===== config.mk =====
export PLATFORM = sky130hd
export DESIGN_NAME = painterengine_gpu_alpha_blender
export DESIGN_NICKNAME = d
export VERILOG_FILES = /design/src/rtl/painterengine_gpu_alpha_blender.sv
export SDC_FILE = /design/constraint.sdc
export NUM_CORES = 2
export LEC_CHECK = 0
export BUFFER_PORTS_ARGS = -buffer_cell sky130_fd_sc_hd__buf_4
export CELL_PAD_IN_SITES_DETAIL_PLACEMENT = 2
export CELL_PAD_IN_SITES_GLOBAL_PLACEMENT = 2
export CORE_MARGIN = 4
export CORE_UTILIZATION = 40
export DETAILED_ROUTE_END_ITERATION = 12
export GPL_TIMING_DRIVEN = 0
export PLACE_DENSITY_LB_ADDON = 0.1
export RECOVER_POWER = 50
export SLEW_MARGIN = 10
export SYNTH_ARGS = -nofsm -noshare
export SYNTH_HDL_FRONTEND = slang
export SYNTH_SLANG_ARGS = --single-unit

===== constraint.sdc =====
create_clock -name i_wire_clock -period 6.4 [get_ports i_wire_clock]
set_clock_uncertainty 0.1 [all_clocks]
set_input_delay 1.28 -clock i_wire_clock [delete_from_list [all_inputs] [get_ports i_wire_clock]]
set_output_delay 1.28 -clock i_wire_clock [all_outputs]
set_load 0.02 [all_outputs]

===== src/rtl/painterengine_gpu_alpha_blender.sv =====
// ARGB8888 src-over-dst alpha blender with a 2-stage pipeline and a credit-guarded output FIFO.
// Optional macro PAINTERENGINE_GPU_BLEND_COLORKEY_EN adds i_wire_colorkey (src RGB match => alpha 0).
module painterengine_gpu_alpha_blender #(
  parameter int PARAM_FIFO_DEPTH = 8,
  parameter int PARAM_TIMEOUT    = 65535
) (
  input  logic        i_wire_clock,
  input  logic        i_wire_resetn,
  input  logic        i_wire_start,
  input  logic [31:0] i_wire_length,
  input  logic [31:0] i_wire_src_data,
  input  logic        i_wire_src_valid,
  output logic        o_wire_src_next,
  input  logic [31:0] i_wire_dst_data,
  input  logic        i_wire_dst_valid,
  output logic        o_wire_dst_next,
`ifdef PAINTERENGINE_GPU_BLEND_COLORKEY_EN
  input  logic [23:0] i_wire_colorkey,
`endif
  output logic [31:0] o_wire_data,
  output logic        o_wire_data_valid,
  input  logic        i_wire_data_next,
  output logic        o_wire_done,
  output logic        o_wire_error,
  output logic [1:0]  o_wire_error_type
);
  localparam int AW = $clog2(PARAM_FIFO_DEPTH);
  localparam int CW = AW + 1;
  localparam logic [CW:0] DEPTH_W   = (CW+1)'(PARAM_FIFO_DEPTH);
  localparam logic [31:0] TIMEOUT_W = 32'(PARAM_TIMEOUT);

  typedef enum logic [2:0] {ST_IDLE, ST_RUN, ST_DRAIN, ST_DONE, ST_ERROR} state_t;

  state_t      state_q, state_d;
  logic [31:0] length_q, length_d;
  logic [31:0] in_cnt_q, in_cnt_d;
  logic [31:0] out_cnt_q, out_cnt_d;
  logic [31:0] timeout_q, timeout_d;
  logic [1:0]  err_type_q, err_type_d;

  logic          s1_valid_q, s2_valid_q;
  logic [7:0]    s1_src_a_q;
  logic [16:0]   s1_src_prod_q [3];
  logic [16:0]   s1_dst_prod_q [4];
  logic [31:0]   s2_data_q, blend_d;

  logic [31:0]   fifo_mem [PARAM_FIFO_DEPTH];
  logic [AW-1:0] wr_ptr_q, rd_ptr_q;
  logic [CW-1:0] fifo_count_q;

  logic          take, pop, push, credit;
  logic [1:0]    inflight;
  logic [CW:0]   occupancy;
  logic [7:0]    eff_a;
  logic [8:0]    a_prime, inv_a;

  // Credit counts pixels already in the pipeline so the FIFO can never overflow.
  assign inflight  = {1'b0, s1_valid_q} + {1'b0, s2_valid_q};
  assign occupancy = {1'b0, fifo_count_q} + {{(CW-1){1'b0}}, inflight};
  assign credit    = occupancy < DEPTH_W;
  assign take      = (state_q == ST_RUN) && i_wire_src_valid && i_wire_dst_valid && credit;
  assign pop       = o_wire_data_valid && i_wire_data_next;
  assign push      = s2_valid_q;

  assign o_wire_src_next   = take;
  assign o_wire_dst_next   = take;
  assign o_wire_data_valid = (fifo_count_q != '0);
  assign o_wire_data       = o_wire_data_valid ? fifo_mem[rd_ptr_q] : 32'd0;
  assign o_wire_done       = (state_q == ST_DONE);
  assign o_wire_error      = (state_q == ST_ERROR);
  assign o_wire_error_type = err_type_q;

`ifdef PAINTERENGINE_GPU_BLEND_COLORKEY_EN
  assign eff_a = (i_wire_src_data[23:0] == i_wire_colorkey) ? 8'd0 : i_wire_src_data[31:24];
`else
  assign eff_a = i_wire_src_data[31:24];
`endif
  // Bias by the MSB so alpha 255 maps to a full 256 weight.
  assign a_prime = {1'b0, eff_a} + {8'd0, eff_a[7]};
  assign inv_a   = 9'd256 - a_prime;

  always_comb begin
    state_d    = state_q;
    length_d   = length_q;
    in_cnt_d   = in_cnt_q;
    out_cnt_d  = pop ? out_cnt_q + 32'd1 : out_cnt_q;
    timeout_d  = timeout_q;
    err_type_d = err_type_q;
    case (state_q)
      ST_IDLE, ST_DONE: begin
        if (i_wire_start) begin
          length_d  = i_wire_length;
          in_cnt_d  = '0;
          out_cnt_d = '0;
          timeout_d = '0;
          if (i_wire_length == 32'd0) begin
            state_d    = ST_ERROR;
            err_type_d = 2'd1;
          end else begin
            state_d    = ST_RUN;
            err_type_d = 2'd0;
          end
        end
      end
      ST_RUN: begin
        if (take) begin
          in_cnt_d  = in_cnt_q + 32'd1;
          timeout_d = '0;
          if (in_cnt_d == length_q) state_d = ST_DRAIN;
        end else if (credit) begin
          timeout_d = timeout_q + 32'd1;
          if (timeout_d == TIMEOUT_W) begin
            state_d    = ST_ERROR;
            err_type_d = 2'd2;
          end
        end
      end
      ST_DRAIN: begin
        if (out_cnt_d == length_q) state_d = ST_DONE;
      end
      default: ;
    endcase
  end

  always_ff @(posedge i_wire_clock or negedge i_wire_resetn) begin
    if (!i_wire_resetn) begin
      state_q    <= ST_IDLE;
      length_q   <= '0;
      in_cnt_q   <= '0;
      out_cnt_q  <= '0;
      timeout_q  <= '0;
      err_type_q <= '0;
    end else begin
      state_q    <= state_d;
      length_q   <= length_d;
      in_cnt_q   <= in_cnt_d;
      out_cnt_q  <= out_cnt_d;
      timeout_q  <= timeout_d;
      err_type_q <= err_type_d;
    end
  end

  always_ff @(posedge i_wire_clock or negedge i_wire_resetn) begin
    if (!i_wire_resetn) begin
      s1_valid_q <= 1'b0;
      s1_src_a_q <= '0;
      for (int i = 0; i < 3; i++) s1_src_prod_q[i] <= '0;
      for (int i = 0; i < 4; i++) s1_dst_prod_q[i] <= '0;
      s2_valid_q <= 1'b0;
      s2_data_q  <= '0;
    end else begin
      s1_valid_q <= take;
      if (take) begin
        s1_src_a_q <= eff_a;
        for (int i = 0; i < 3; i++)
          s1_src_prod_q[i] <= 17'(i_wire_src_data[8*i +: 8]) * 17'(a_prime);
        for (int i = 0; i < 4; i++)
          s1_dst_prod_q[i] <= 17'(i_wire_dst_data[8*i +: 8]) * 17'(inv_a);
      end
      s2_valid_q <= s1_valid_q;
      if (s1_valid_q) s2_data_q <= blend_d;
    end
  end

  always_comb begin
    blend_d = '0;
    blend_d[31:24] = s1_src_a_q + 8'(s1_dst_prod_q[3] >> 8);
    for (int i = 0; i < 3; i++)
      blend_d[8*i +: 8] = 8'((s1_src_prod_q[i] + s1_dst_prod_q[i]) >> 8);
  end

  always_ff @(posedge i_wire_clock) begin
    if (push) fifo_mem[wr_ptr_q] <= s2_data_q;
  end

  always_ff @(posedge i_wire_clock or negedge i_wire_resetn) begin
    if (!i_wire_resetn) begin
      wr_ptr_q     <= '0;
      rd_ptr_q     <= '0;
      fifo_count_q <= '0;
    end else begin
      if (push) wr_ptr_q <= wr_ptr_q + 1'b1;
      if (pop)  rd_ptr_q <= rd_ptr_q + 1'b1;
      case ({push, pop})
        2'b10:   fifo_count_q <= fifo_count_q + 1'b1;
        2'b01:   fifo_count_q <= fifo_count_q - 1'b1;
        default: fifo_count_q <= fifo_count_q;
      endcase
    end
  end
endmodule


==> flow_summary_export.csv <==
group,metric,value,unit
global_routing,grt_max_degree,96,
global_routing,gr-total-overflow,0,
yosys,synth_compound_gate_area_share,7.61,%
die,core,0.103,sq mm
global_routing,grt_pass1_wl,221000,microns
timing,grt_setup_unrepaired,"true",
detailed_routing,drc,0,
timing,worst-slew-pin-transition,2.68,ns
timing,maxSlewHeadroom,-78.6,%
clocking,cts_buffers,61,
power_and_ir_drop,leakage,21.3,nW
yosys,synth_flop_cell,"dfrtp_1",
yosys,syn-instance-count,4026,
place,place_hpwl,108000,microns
detailed_routing,drt-initial-drc-count,1597,
worst_setup_path,startpoint,"i_wire_src_data[24]",
die,ios,141,
yosys,synth_seq_cells,545,
yosys,synthAdderAreaFrac,23.0,%
layout,nets,4992,
worst_setup_path,critPathCaptureType,"flip-flop",
place,preCtsSetupSlack,-1.97,ns
die,fp.dieArea,0.109,sq mm
power_and_ir_drop,power.total,20.1,mW
detailed_routing,wl_per_cell,25.6,microns
power_and_ir_drop,sw_frac_of_total,43.7,%
worst_setup_path,critical_path_class,"in -> reg",
yosys,syn_area_per_cell,10.3,sq um
clocking,cts_max_level,2,
worst_setup_path,crit_slowest_cell,"fa_1",
power_and_ir_drop,internal_power,11.3,mW
worst_setup_path,r2r_start,"s1_valid_q",
min_path,min_from,"s1_dst_prod_q[27]",
global_routing,antenna_found_initial,2,
layout,layout_common_cells,"437 x nand2_1, 407 x inv_1, 335 x and2_1, 292 x ha_1, 289 x dfrtp_1",
worst_setup_path,cp_max_fo,10,
clocking,cts_tree,"built",
yosys,yosysWarnings,0,
detailed_routing,dr.pass1.iters,5,
worst_setup_path,crit_arrival,7.02,ns
yosys,synth.cell_area,0.0416,sq mm
die,die_y,331,microns
global_routing,grt_pass1_vias,35500,
clocking,clock_path_buffers,3,
layout,layout-drive-gt1-share,14.4,%
die,die_w,331,microns
worst_setup_path,cpPeakStageDelay,0.53,ns
timing,setup_slack,-0.195,ns
power_and_ir_drop,power_switching,8.79,mW
yosys,yosysSeqAreaShare,35.8,%
detailed_routing,vias,31600,
yosys,yosysUniqueCellTypes,83,
power_and_ir_drop,power.share.combinational,52.7,%
yosys,synth_fp_nets,4720,
yosys,synth.area.mux_share,5.96,%
layout,syn_to_final_growth,16.6,%
worst_setup_path,path_common_cell,"fa_1",
yosys,synth_enable_flop_cells,256,
die,start_util,40.3,%
yosys,synth_top_family_by_area,"adder cells",
detailed_routing,final_antenna_net_count,0,
timing,fmax,152,MHz
timing,setup_viol,6,
power_and_ir_drop,pwr-share-clk,19.8,%
status,status,"complete, but fails checks",
yosys,async_flop_share,53.0,%
run,max_cap_viol_count,4,
place,io_buffers,131,
layout,diodes,0,
timing,period_needed,6.60,ns
clocking,root_buffer,"clkbuf_16",
yosys,synth_xor_area_share,5.21,%
clocking,clk_latency,0.67,ns
power_and_ir_drop,pwr_density_cell,415,mW/mm^2
die,rows,118,
layout,final_common_cell,"nand2_1",
status,violations,"capacitance limit, slew limit, setup timing",
worst_setup_path,start_kind,"primary input",
clocking,clk_pin_slew,0.06,ns
detailed_routing,via_per_inst,5.51,
yosys,synth-simple-area-share,16.9,%
timing,slew_violations,292,
detailed_routing,drt_wl_total,147000,microns
min_path,min_path_type,"reg -> reg",
timing,finalCritPeriodShare,103,%
worst_setup_path,required,6.82,ns
power_and_ir_drop,vdd_drop_max,365,uV
place,gp_congestion,0.836,
global_routing,track_usage,26.6,%
clocking,clock-sinks,545,
timing,finalHoldViolCount,0,
power_and_ir_drop,seqPwrFrac,27.5,%
## worst max-delay path, delay by kind of cell
kind	cells	cell delay, ns
adders and majority gates	7	2.64
buffers and inverters	8	0.91
and+or+nand+nor	5	0.81
AOI/OAI and AO/OA	4	0.78
xor gates and xnor gates	2	0.57
## power groups by stage
stage | sequential, mW | combinational (mW) | clock [mW]
after detailed placement | 5.59 | 9.87 | 0
after CTS | 5.53 | 10.3 | 4.06
after global routing | 5.62 | 11.8 | 4.21
final | 5.54 | 10.6 | 3.98
after global placement | 5.50 | 9.48 | 0
after floorplan | 5.05 | 6.64 | 0
## per-layer routing
| metal | track usage [%] | part of all wire (%) | up-vias |
|---|---|---|---|
| met5 | 0 | 0.0075 | - |
| met1 | 33.1 | 41 | 16400 |
| met4 | 10.2 | 4.3 | 2 |
| met2 | 47.0 | 50 | 663 |
| li1 | - | - | 14200 |
| met3 | 3.33 | 3.9 | 266 |
## state kept, by name, summed over array words and instances (netlist names)
signal,cells
fifo_count_q,4
out_cnt_q,32
fifo_mem,256
state_q,3
length_q,32
timeout_q,32
in_cnt_q,32
push,1
s1_src_prod_q,48
s1_valid_q,1
o_wire_error_type,2
rd_ptr_q,3
s1_dst_prod_q,56
s2_data_q,32
s1_src_a_q,8
wr_ptr_q,3
## layout make-up
type | count | area [sq um]
flip-flops and latches | 545 | 14900
fillers | 10700 | 54800
repair buffers | 211 | 1770
well taps | 1380 | 1730
clock inverters | 40 | 616
inverters | 413 | 1560
multi-input cells | 2883 | 25300
plain buffers | 183 | 957
clock buffers | 76 | 1650
## worst paths after layout
path / endpoint / slack, ns / cells past startpoint
hold reg to reg: s1_dst_prod_q[27] / 0.39 / 2
max in group asynchronous: s2_data_q[28] / 0.86 / 3
hold / removal: s1_dst_prod_q[27] / 0.39 / 2
setup reg to reg: s1_src_a_q[5] / 1.93 / 10
setup / recovery: s1_dst_prod_q[65] / -0.20 / 26
min in group asynchronous: length_q[28] / 0.63 / 1
## cell families after synthesis
| group | count (synthesis) |
|---|---|
| AND/OR/NAND/NOR | 1369 |
| adder cells (fa/ha/maj) | 592 |
| multiplexers | 161 |
| AO/OA/AOI/OAI | 515 |
| XOR/XNOR | 246 |
| buffers and inverters | 598 |
| flip-flops | 545 |
## cells in the mapped netlist (all sizes together) (43+ instances only)
cell type	number	area, sq um
nand2	439	1650
inv	412	1550
and2	341	2130
ha	304	3800
dfrtp	289	7230
fa	288	5770
edfxtp	256	7690
o21ai	211	1060
nor2	185	694
clkbuf	150	566
xnor2	147	1290
a21oi	99	499
xor2	98	858
nand3	83	415
mux4	64	1440
mux2	55	619
nor2b	49	307
nor3	48	240
nand4	43	284
## through the flow
| step | cell area, sq um | util, % | hold slack, ns | setup TNS, ns | std cells |
|---|---|---|---|---|---|
| 2_1_floorplan | 41900 | - | 0.330 | -0.00568 | 4026 |
| 3_3_place_gp | 44600 | 43.1 | 0.363 | -61.62 | 5537 |
| 3_5_place_dp | 44900 | 43.5 | 0.371 | -64.98 | 5555 |
| 4_1_cts | 48000 | 46.5 | 0.325 | 0 | 5703 |
| 5_1_grt | 48500 | 47.0 | 0.408 | -4.13 | 5731 |
| 6_report | 48500 | 47.0 | 0.387 | -0.569 | 5731 |
## repair_timing
item	in CTS	in global routing
resized for setup	115	113
setup buffers	34	28
pin swaps	39	61
hold buffers	0	0
setup endpoints to repair	48	36
No activity file was read; power rests on OpenSTA's default activity.
